--- src/rtl/data_link_pkg.sv ---
// Shared byte-link definitions used by the serializer and the data_receiver.
package data_link_pkg;

    localparam int unsigned BYTE_W             = 8;
    localparam int unsigned DEFAULT_WORD_BYTES = 5;

    typedef enum logic {
        IDLE,
        COLLECT
    } rx_state_t;

endpackage

--- src/rtl/inter_byte_timer.sv ---
// Idle-gap counter between received bytes; expired flags the cycle the gap reaches TIMEOUT_CYCLES.
module inter_byte_timer #(
    parameter int unsigned TIMEOUT_CYCLES = 1000000
) (
    input  logic clk,
    input  logic rst,
    input  logic clear,
    input  logic enable,
    output logic expired
);

    localparam int unsigned CNT_W = $clog2(TIMEOUT_CYCLES + 1);

    logic [CNT_W-1:0] gap;

    // A byte arriving on the would-be expiry cycle suppresses the timeout.
    assign expired = enable && !clear && (gap == CNT_W'(TIMEOUT_CYCLES - 1));

    always_ff @(posedge clk or negedge rst) begin
        if (!rst) begin
            gap <= '0;
        end else if (clear || !enable || expired) begin
            gap <= '0;
        end else begin
            gap <= gap + CNT_W'(1);
        end
    end

endmodule

--- src/rtl/data_receiver.sv ---
// Reassembles LSB-first byte strobes into BYTES-wide words.
// Optional inter-byte timeout compiled in with DATA_RECEIVER_TIMEOUT_EN.
module data_receiver
    import data_link_pkg::*;
#(
    parameter int unsigned BYTES          = DEFAULT_WORD_BYTES,
    parameter int unsigned TIMEOUT_CYCLES = 1000000
) (
    input  logic                  clk,
    input  logic                  rst,
    input  logic [BYTE_W-1:0]     byte_in,
    input  logic                  byte_valid,
    output logic [BYTE_W*BYTES-1:0] data_out,
    output logic                  data_valid,
    output logic                  busy,
    output logic                  frame_error
);

    localparam int unsigned CNT_W = $clog2(BYTES);
    localparam int unsigned SHD_W = BYTE_W * (BYTES - 1);

    generate
        if (BYTES < 2 || BYTES > 16) begin : g_bad_bytes
            $error("data_receiver: BYTES out of range");
        end
        if (TIMEOUT_CYCLES < 2) begin : g_bad_timeout
            $error("data_receiver: TIMEOUT_CYCLES out of range");
        end
    endgenerate

    rx_state_t        state, state_next;
    logic [CNT_W-1:0] count, count_next;
    logic [SHD_W-1:0] shadow;
    logic             complete;
    logic             discard;
    logic             expired;

`ifdef DATA_RECEIVER_TIMEOUT_EN
    inter_byte_timer #(
        .TIMEOUT_CYCLES(TIMEOUT_CYCLES)
    ) u_timer (
        .clk    (clk),
        .rst    (rst),
        .clear  (byte_valid),
        .enable (state == COLLECT),
        .expired(expired)
    );
`else
    assign expired = 1'b0;
`endif

    always_comb begin
        state_next = state;
        count_next = count;
        complete   = 1'b0;
        discard    = 1'b0;
        case (state)
            IDLE: begin
                if (byte_valid) begin
                    count_next = CNT_W'(1);
                    state_next = COLLECT;
                end
            end
            COLLECT: begin
                if (byte_valid) begin
                    if (count == CNT_W'(BYTES - 1)) begin
                        complete   = 1'b1;
                        count_next = '0;
                        state_next = IDLE;
                    end else begin
                        count_next = count + CNT_W'(1);
                    end
                end else if (expired) begin
                    discard    = 1'b1;
                    count_next = '0;
                    state_next = IDLE;
                end
            end
            default: begin
                count_next = '0;
                state_next = IDLE;
            end
        endcase
    end

    always_ff @(posedge clk or negedge rst) begin
        if (!rst) begin
            state       <= IDLE;
            count       <= '0;
            data_out    <= '0;
            data_valid  <= 1'b0;
            busy        <= 1'b0;
            frame_error <= 1'b0;
        end else begin
            state       <= state_next;
            count       <= count_next;
            data_valid  <= complete;
            busy        <= (count_next != '0);
            frame_error <= discard;
            if (complete) begin
                data_out <= {byte_in, shadow};
            end
        end
    end

    // Shadow holds the lower BYTES-1 bytes; the top byte goes straight to data_out.
    always_ff @(posedge clk or negedge rst) begin
        if (!rst) begin
            shadow <= '0;
        end else if (byte_valid) begin
            for (int unsigned i = 0; i < BYTES - 1; i++) begin
                if (count == CNT_W'(i)) begin
                    shadow[i*BYTE_W +: BYTE_W] <= byte_in;
                end
            end
        end
    end

endmodule
--- config.mk ---
export PLATFORM = sky130hd
export DESIGN_NAME = data_receiver
export DESIGN_NICKNAME = d
export VERILOG_FILES = /design/src/rtl/data_link_pkg.sv /design/src/rtl/inter_byte_timer.sv /design/src/rtl/data_receiver.sv
export SDC_FILE = /design/constraint.sdc
export NUM_CORES = 1
export LEC_CHECK = 0
export BUFFER_PORTS_ARGS = -buffer_cell sky130_fd_sc_hd__buf_2
export CAP_MARGIN = 10
export CORE_ASPECT_RATIO = 2
export CORE_UTILIZATION = 40
export DETAILED_ROUTE_END_ITERATION = 8
export PLACE_DENSITY_LB_ADDON = 0.12
export SLEW_MARGIN = 0
export SYNTH_ARGS = -nofsm -noshare
export SYNTH_HDL_FRONTEND = slang
export SYNTH_SLANG_ARGS = --single-unit
--- constraint.sdc ---
create_clock -name clk -period 1.6 [get_ports clk]
set_input_delay 0.32 -clock clk [delete_from_list [all_inputs] [get_ports clk]]
set_output_delay 0.32 -clock clk [all_outputs]
set_load 0.01 [all_outputs]
==> results.ini, run 1 <==
[worst_setup_path]
critPathTopFamily = flip-flops
worstReg2RegEnd = data_out[10]
startpoint_type = register
crit_fanout = 15
cp.depth = 5
endpoint_kind = register
timing.rr.start = count[0]
crit_chain = inv_1 -> ha_4 -> nand4_4 -> buf_12 -> mux2_4
slowest_stage = dfrtp_1
reg2regPathDepth = 5
critPathArrivalTime_ns = 1.75
ff2ff_setup_slack_ns = 0.06
critPathMaxStageDelay_ns = 0.40
cp.required_ns = 1.82
path_class = register to register
crit_buf_inv = 2

[worst_hold_path]
min_from = byte_in[2]
whs_endpoint = data_out[34]
hold_depth = 2
hold_class = input port to register

[power]
p_seq_share_pct = 43.6
switchingPower_mw = 2.263
finalPower_mw = 7.918
clkPwrFrac_pct = 22.9
cellLeakagePower_nw = 1.998
switching_share_pct = 28.58
powerDensity_nw_per_um2 = 2025
pwr-share-comb_pct = 33.5
p_int_mw = 5.655
ir_worst_vdd_mv = 0.7193

[run]
cap_violations = 0

[global_routing]
grt_max_degree = 36
grt_use_total_pct = 16.19
overflow = 0
grt_pass1_wl_um = 9556
first_global_vias = 1795
grt_antenna_before_repair = 0

[sta]
fmax_mhz = 650.8
period_share_pct = 96.04
finalCriticalPeriod_ns = 1.537
drv_slew = 0
skew_ns = 0.005756
hold_viol_final = 0
setup_violations = 0

[cells_and_area]
n_antenna_cell = 0
fin_nets = 265
final_cell_mix = dfrtp_1, buf_2, mux2_4
final_common_cell = dfrtp_1
synthToLayoutAreaGrowth_pct = 22.45
fill_cells = 676
fin_util_pct = 51.06
post_route_cells_drive_above_1_share_pct = 59.06

[synthesis]
ys_seq_area_share_pct = 61.13
ys_ff_latch = 78
syn_avg_cell_area_um2 = 17.35
syn_area_um2 = 3193
yosys_warnings = 0
synth_fp_nets = 200
netlist_instances = 184
ys_types = 21

[clock_network]
cts_buffer_depth = 2
cts_setup_buffers = 0
cts-root-buf = clkbuf_16
cts_made_buffers = 9
clk_pin_slew_worst_paths_ns = 0.06
cts.sinks = 78
clk-insertion-delay-late_ns = 0.33
htreeDepth = 3
cts_tree = done

[die]
initial_utilization_pct = 41.70
core_um2 = 7657
die_w_um = 65.18
dieArea_um2 = 8365
die_height_um = 128.4
num_rows = 45
io-pin-count = 54

[route]
via_per_inst = 4.986
routed_wl_um = 6009
avgRoutedWirePerCell_um = 17.27
remaining_drc_errors = 0
drtIter0Drc = 74
dr_total_vias = 1735
route.antenna.remaining_nets = 0
drtPass1Iterations = 4

[status]
status = complete, no violations

[placed_design]
portBuffers = 52
gp_congestion = 0.6632
dpl.hpwl_um = 3917

==> cell usage after synthesis (all sizes together) <==
cell type / instances / share of area (%)
a21bo: 1 / 0.31
a21oi: 1 / 0.16
buf: 7 / 2.1
conb: 1 / 0.12
dfrtp: 78 / 61
ha: 5 / 2.0
inv: 4 / 0.47
mux2: 72 / 30
nand2: 3 / 0.43
nand2b: 1 / 0.20
nand3b: 3 / 1.1
nand4: 2 / 0.86
o211a: 1 / 0.31
o21a: 1 / 0.24
o22a: 1 / 0.27
o22ai: 2 / 0.39
or4: 1 / 0.24
==> routing by layer <==
metal,vias up,global-route usage (%),routed length (um)
li1,791,-,-
met1,895,19.77,2528
met2,38,25.11,3094
met3,11,4.344,224
met4,0,9.974,161
met5,-,0,0
==> flip-flops by register name, indices dropped and copies added, names as in the netlist <==
| name | flops |
|---|---|
| data_valid | 1 |
| shadow | 32 |
| state | 1 |
| count | 3 |
| busy | 1 |
| data_out | 40 |
==> timing repair <==
item / 4_1_cts / 5_1_grt
gates cloned: 0 / 2
setup endpoints to repair: 5 / 7
resized for setup: 1 / 1
endpoints found under the hold margin: 18 / 0
hold buffers: 1 / 0
pin swaps: 0 / 0
==> power by group through the flow <==
stage / logic, mW / clock network (mW) / registers, mW
global placement: 2.57 / 0 / 3.46
detailed placement: 2.63 / 0 / 3.49
CTS: 2.64 / 1.86 / 3.47
finish: 2.65 / 1.81 / 3.45
floorplan: 1.58 / 0 / 3.62
global route: 2.88 / 1.96 / 3.59
==> worst max path at each step <==
stage | start | slack [ns] | to
detailed placement | count[1] | 0.004 | data_out[6]
finish | count[0] | 0.06 | data_out[10]
CTS | count[1] | 0.04 | data_out[10]
global placement | count[0] | 0.04 | data_out[26]
floorplan | count[0] | 0.08 | data_out[0]
global route | count[0] | -0.006 | data_out[2]
==> through the flow <==
stage / cells / worst slack (ns) / TNS (ns) / cell area [um^2] / hold slack, ns
floorplan: 184 / 0.08033 / 0 / 3193 / 0.02441
global placement: 329 / 0.04049 / 0 / 3588 / 0.2315
detailed placement: 329 / 0.003640 / 0 / 3588 / 0.2392
CTS: 346 / 0.04496 / 0 / 3864 / 0.2821
global route: 348 / -0.006128 / -0.01225 / 3910 / 0.3017
finish: 348 / 0.06340 / 0 / 3910 / 0.2856
==> final cells by class <==
| type | instances | area, um^2 | area share (%) |
|---|---|---|---|
| multi-input cells | 95 | 1171 | 29.95 |
| flip-flops and latches | 78 | 1952 | 49.92 |
| well taps | 94 | 117.6 | 3.008 |
| repair buffers | 61 | 391.6 | 10.02 |
| clock buffers | 15 | 257.7 | 6.592 |
| clock inverters | 1 | 5.005 | 0.1280 |
| inverters | 4 | 15.01 | 0.3840 |
==> logic make-up (layout without fill, tap and decap cells) <==
family | Yosys count | after routing | share of synthesized area, %
other | 1 | 1 | 0.1174
AO/OA/AOI/OAI | 7 | 7 | 1.685
flip-flops | 78 | 78 | 61.13
buffers and inverters | 11 | 81 | 2.586
AND/OR/NAND/NOR | 10 | 10 | 2.783
multiplexers | 72 | 72 | 29.74
adder cells (fa/ha/maj) | 5 | 5 | 1.959
(Power assumes the default switching activity.)
==> run 2, diff against run 1 <==
REMOVE_ABC_BUFFERS = 1   (was unset)
==> run 2 against run 1 <==
  * Clock skew decreased by 0.0020 ns
  * Hold slack improved by 0.0036 ns
  * Fmax increased by 2.1%
  * Register-to-register slack improved by 0.03 ns
  * Count of clock-buffer cells in the layout decreased by 2
  * Sequential power about the same
  * Cell count decreased by 1.1%
  * Die area unchanged
  * Critical endpoint is now data_out[35]
  * Highest routed layer unchanged
==> results.ini, run 2 (same netlist as run 1, synthesis figures left out) <==
[clock_network]
cts_made_buffers = 9  ; unchanged
cts-root-buf = clkbuf_16  ; unchanged
cts_tree = done  ; unchanged
htreeDepth = 3  ; unchanged
clk_pin_slew_worst_paths_ns = 0.05  ; was 0.06 ns
clk-insertion-delay-late_ns = 0.32  ; was 0.33 ns
cts.sinks = 78  ; unchanged
cts_buffer_depth = 2  ; unchanged

[power]
ir_worst_vdd_mv = 1.147  ; was 0.7193 mV
pwr-share-comb_pct = 33.5  ; about the same
switchingPower_mw = 2.211  ; was 2.263 mW
clkPwrFrac_pct = 23.3  ; was 22.9%
p_int_mw = 5.724  ; was 5.655 mW
p_seq_share_pct = 43.2  ; was 43.6%
powerDensity_nw_per_um2 = 2024  ; was 2025 nW/um^2
finalPower_mw = 7.935  ; was 7.918 mW
cellLeakagePower_nw = 2.009  ; was 1.998 nW
switching_share_pct = 27.86  ; was 28.58%

[cells_and_area]
final_cells = 344  ; was 348
fill_cells = 709  ; was 676
n_antenna_cell = 0  ; unchanged
post_route_cells_drive_above_1_share_pct = 60.40  ; was 59.06%
reg.largest.list = data_out: 40 flops, shadow: 32 flops, count: 3 flops  ; unchanged
regMostFlops = data_out  ; unchanged
synthToLayoutAreaGrowth_pct = 22.81  ; was 22.45%
final_common_cell = dfrtp_1  ; unchanged
fin_nets = 263  ; was 265
final_cell_mix = dfrtp_1, buf_2, mux2_4  ; unchanged
largest_reg_flops = 40  ; unchanged

[worst_setup_path]
critPathMaxStageDelay_ns = 0.40  ; about the same
slowest_stage = dfrtp_1  ; unchanged
crit_buf_inv = 2  ; unchanged
endpoint_kind = register  ; unchanged
crit_chain = inv_1 -> ha_4 -> nand4_4 -> buf_12 -> mux2_4  ; unchanged
cp.required_ns = 1.81  ; was 1.82 ns
crit_fanout = 16  ; was 15
critPathArrivalTime_ns = 1.71  ; was 1.75 ns
startpoint_type = register  ; unchanged
path_class = register to register  ; unchanged
critPathTopFamily = flip-flops  ; unchanged

[status]
status = complete, no violations  ; unchanged

[route]
drtIter0Drc = 54  ; was 74
drtPass1Iterations = 4  ; unchanged
dr_total_vias = 1700  ; was 1735
remaining_drc_errors = 0  ; unchanged
route.antenna.remaining_nets = 0  ; unchanged
via_per_inst = 4.942  ; was 4.986
avgRoutedWirePerCell_um = 15.96  ; was 17.27 um
routed_wl_um = 5489  ; was 6009 um

[sta]
finalCriticalPeriod_ns = 1.504  ; was 1.537 ns
fmax_mhz = 664.7  ; was 650.8 MHz
setup_violations = 0  ; unchanged
hold_viol_final = 0  ; unchanged
drv_slew = 0  ; unchanged
rsz0062_at_grt = no
skew_ns = 0.003708  ; was 0.005756 ns
period_share_pct = 94.02  ; was 96.04%

[die]
die_w_um = 65.18  ; unchanged
die_height_um = 128.4  ; unchanged
core_um2 = 7657  ; unchanged
io-pin-count = 54  ; unchanged
initial_utilization_pct = 41.70  ; unchanged
num_rows = 45  ; unchanged
dieArea_um2 = 8365  ; unchanged

[global_routing]
grt_use_total_pct = 14.91  ; was 16.19%
grt_antenna_before_repair = 0  ; unchanged
grt_pass1_wl_um = 9080  ; was 9556 um
grt_max_degree = 31  ; was 36
grt_util_met3_pct = 3.989  ; was 4.344%
grt_busiest_layer = met2  ; unchanged
overflow = 0  ; unchanged
grt_use_met2_pct = 23.10  ; was 25.11%
first_global_vias = 1722  ; was 1795
met1_usage_pct = 18.91  ; was 19.77%

[placed_design]
dp_cells = 329  ; unchanged
portBuffers = 52  ; unchanged
gp_congestion = 0.7041  ; was 0.6632
dpl.hpwl_um = 3720  ; was 3917 um

[worst_hold_path]
hold_class = input port to register  ; unchanged

[run]
cap_violations = 0  ; unchanged

-- run 2: cell count changes in the layout (fill, tap and decap cells not counted), sizes merged --
cell and change:
buf -1, clkbuf -3
-- run 2: metrics by stage --
| step | cell area, um^2 | setup slack (ns) | hold WS (ns) | utilization, % | setup TNS, ns |
|---|---|---|---|---|---|
| global route | 3921 | 0.01873 | 0.2980 | 51.21 | 0 |
| detailed placement | 3613 | -0.008458 | 0.2971 | 47.19 | -0.05364 |
| finish | 3921 | 0.09560 | 0.2892 | 51.21 | 0 |
| floorplan | 3126 | -0.4595 | 0.02441 | - | -18.88 |
| CTS | 3901 | 0.03620 | 0.2843 | 50.95 | 0 |
| global placement | 3613 | 0.04149 | 0.2924 | 47.19 | 0 |
-- run 2: path summary, 6_finish.rpt --
kind / to / slack (ns) / cells after the start / startpoint
max in group asynchronous: count[2] / 0.61 / 3 / rst
min: data_out[33] / 0.29 / 2 / byte_in[1]
max reg2reg: data_out[35] / 0.1 / 5 / count[1]
min in group asynchronous: data_valid / 0.48 / 2 / rst
min reg2reg: data_out[5] / 0.50 / 1 / shadow[5]
max: data_out[35] / 0.1 / 5 / count[1]
-- run 2: power groups by stage --
stage | clock (mW) | combinational (mW) | sequential, mW
after floorplan | 0 | 1.56 | 3.62
after global routing | 1.99 | 2.89 | 3.56
final | 1.85 | 2.66 | 3.43
after CTS | 1.92 | 2.66 | 3.44
after global placement | 0 | 2.60 | 3.44
after detailed placement | 0 | 2.65 | 3.46
-- run 2: layout make-up --
class / instances / area, um^2 / share of cell area (%)
sequential: 78 / 1953 / 49.81
multi-input combinational: 95 / 1180 / 30.09
timing repair buffer: 59 / 380.4 / 9.700
clock buffer: 13 / 270.3 / 6.892
tap: 94 / 117.6 / 2.999
inverter: 4 / 15.01 / 0.3829
clock inverter: 1 / 5.005 / 0.1276
-- run 2: worst register-to-register path, stage by stage, from the launching register on --
cell	delay, ns
dfrtp_1	0.40
inv_1	0.14
ha_4	0.18
nand4_4	0.15
buf_12	0.22
mux2_4	0.30
-- run 2: repair_timing --
action / CTS / global route
gates resized for setup: 1 / 3
hold buffers: 1 / 0
endpoints found under the setup margin: 36 / 57
endpoints found under the hold margin: 28 / 0
buffers inserted: 0 / 0
-- run 2: per-layer routing --
metal,vias to the layer above,share of wire [%]
met3,7,2.9
met4,0,1.8
met5,-,0
met1,883,43
li1,776,-
met2,34,52
==> run 3, diff against run 2 <==
CORE_ASPECT_RATIO = unset   (was 2)
CTS_CLUSTER_DIAMETER = 80   (was unset)
==> run 3 against run 2 <==
  * Die area is 0.25% lower
  * Combinational power down 2%
  * Sequential share of layout area is 1.0 points higher
  * Hold slack lost 0.014 ns
  * Core utilization down 1.5 points
==> results.ini, run 3 (same netlist as run 1, synthesis figures left out) <==
[cells_and_area]
final_cell_mix = dfrtp_1, buf_2, mux2_4  ; unchanged
n_antenna_cell = 0  ; unchanged
final_common_cell = dfrtp_1  ; unchanged
post_route_cells_drive_above_1_share_pct = 60.47  ; was 60.40%
final_cells = 355  ; was 344
largest_reg_flops = 40  ; unchanged
fin_area_um2 = 3841  ; was 3921 um^2
reg.largest.list = data_out: 40 flops, shadow: 32 flops, count: 3 flops  ; unchanged
synthToLayoutAreaGrowth_pct = 20.30  ; was 22.81%
fin_nets = 264  ; was 263
fin_util_pct = 49.71  ; was 51.21%
regMostFlops = data_out  ; unchanged

[sta]
skew_ns = 0.01053  ; was 0.003708 ns
setup_violations = 0  ; unchanged
fmax_mhz = 646.0  ; was 664.7 MHz
finalCriticalPeriod_ns = 1.548  ; was 1.504 ns
period_share_pct = 96.74  ; was 94.02%
hold_viol_final = 0  ; unchanged
drv_slew = 0  ; unchanged
rsz0062_at_grt = no  ; unchanged

[clock_network]
cts.sinks = 78  ; unchanged
cts_buffer_depth = 2  ; unchanged
cts-root-buf = clkbuf_8  ; was clkbuf_16
cts_setup_buffers = 0  ; unchanged
cts_made_buffers = 9  ; unchanged
clk_pin_slew_worst_paths_ns = 0.08  ; was 0.05 ns
htreeDepth = 3  ; unchanged
clk-insertion-delay-late_ns = 0.34  ; was 0.32 ns
cts_tree = done  ; unchanged

[route]
met3RoutedLength_um = 175  ; was 160 um
avgRoutedWirePerCell_um = 15.44  ; was 15.96 um
via_per_inst = 4.746  ; was 4.942
route.antenna.remaining_nets = 0  ; unchanged
routed_wl_um = 5482  ; was 5489 um
drtPass1Iterations = 4  ; unchanged
drtIter0Drc = 77  ; was 54
remaining_drc_errors = 0  ; unchanged
wl_met1_um = 2732  ; was 2361 um
dr_total_vias = 1685  ; was 1700
highest_layer = met4  ; unchanged
wl_met2_um = 2480  ; was 2868 um

[placed_design]
placed_area_um2 = 3606  ; was 3613 um^2
portBuffers = 52  ; unchanged
gp_congestion = 0.7243  ; was 0.7041
dpl.hpwl_um = 3640  ; was 3720 um
dp_cells = 338  ; was 329

[worst_setup_path]
path_class = register to register  ; unchanged
crit_chain = buf_4 -> ha_1 -> nand3b_2 -> mux2_2  ; was inv_1 -> ha_4 -> nand4_4 -> buf_12 -> mux2_4
timing.rr.start = count[0]  ; was count[1]
critPathMaxStageDelay_ns = 0.39  ; was 0.40 ns
endpoint_kind = register  ; unchanged
ff2ff_setup_slack_ns = 0.05  ; was 0.1 ns
cp.depth = 4  ; was 5
startpoint_type = register  ; unchanged
critPathTopFamily = flip-flops  ; unchanged
crit_buf_inv = 1  ; was 2
worstReg2RegEnd = shadow[8]  ; was data_out[35]
cp.required_ns = 1.82  ; was 1.81 ns
reg2regPathDepth = 4  ; was 5
crit_fanout = 8  ; was 16
slowest_stage = dfrtp_1  ; unchanged
critPathArrivalTime_ns = 1.77  ; was 1.71 ns

[global_routing]
first_global_vias = 1780  ; was 1722
grt_max_degree = 34  ; was 31
grt_pass1_wl_um = 9121  ; was 9080 um
overflow = 0  ; unchanged
grt_use_total_pct = 14.64  ; was 14.91%
grt_antenna_before_repair = 0  ; unchanged

[status]
status = complete, no violations  ; unchanged

[die]
core_um2 = 7727  ; was 7657 um^2
die_height_um = 91.35  ; was 128.4 um
num_rows = 32  ; was 45
dieArea_um2 = 8344  ; was 8365 um^2
io-pin-count = 54  ; unchanged
initial_utilization_pct = 41.32  ; was 41.70%
die_w_um = 91.35  ; was 65.18 um

[run]
cap_violations = 0  ; unchanged

[worst_hold_path]
hold_depth = 2  ; unchanged
min_from = byte_in[6]  ; was byte_in[1]
hold_class = input port to register  ; unchanged
whs_endpoint = data_out[38]  ; was data_out[33]

[power]
finalPower_mw = 7.570  ; was 7.935 mW
switching_share_pct = 28.75  ; was 27.86%
cellLeakagePower_nw = 1.960  ; was 2.009 nW
p_seq_share_pct = 45.5  ; was 43.2%
ir_worst_vdd_mv = 0.8471  ; was 1.147 mV
p_int_mw = 5.393  ; was 5.724 mW
clkPwrFrac_pct = 19.9  ; was 23.3%
pwr-share-comb_pct = 34.6  ; was 33.5%
switchingPower_mw = 2.177  ; was 2.211 mW
powerDensity_nw_per_um2 = 1971  ; was 2024 nW/um^2

==> run 3: cell count changes in the layout (fill, tap and decap cells not counted), sizes merged <==
cell    delta
clkbuf     +1
buf        +1
bufinv     +1
==> run 3: repair_timing <==
item	in CTS	in global routing
endpoints found under the setup margin	0	56
hold buffers	1	0
resized for setup	0	3
endpoints found under the hold margin	30	0
==> run 3: worst max path at each step <==
| stage | end | start |
|---|---|---|
| after floorplan | data_out[0] | count[0] |
| final | shadow[8] | count[0] |
| after detailed placement | data_out[11] | count[1] |
| after CTS | data_out[4] | count[1] |
| after global routing | shadow[8] | count[1] |
| after global placement | shadow[12] | count[0] |
==> run 3: power groups by stage <==
stage          logic [mW]  registers, mW  clock network (mW)
6_report             2.62           3.45                1.50
5_1_grt              2.85           3.57                1.65
4_1_cts              2.62           3.46                1.56
3_5_place_dp         2.63           3.48                   0
3_3_place_gp         2.58           3.47                   0
2_1_floorplan        1.56           3.62                   0
==> run 3: area by class of cell <==
class,instances,area [um^2]
fillers,676,3886
flip-flops and latches,78,1953
multi-input cells,95,1171
repair buffers,60,362.8
clock buffers,14,172.7
well taps,102,127.6
clock inverters,2,38.79
inverters,4,15.01
==> run 3: per-stage QoR <==
step	TNS [ns]	hold slack (ns)	setup WS (ns)
after floorplan	-18.88	0.02441	-0.4595
after global placement	0	0.3024	0.04451
after detailed placement	0	0.3006	0.02022
after CTS	0	0.2670	0.008503
after global routing	0	0.2714	0.01063
final	0	0.2755	0.05212
==> run 3: per-layer routing <==
| layer | vias to the layer above | global-route usage [%] |
|---|---|---|
| met3 | 8 | 3.601 |
| met1 | 871 | 20.34 |
| met5 | - | 0 |
| met4 | 0 | 7.540 |
| li1 | 771 | - |
| met2 | 35 | 21.21 |
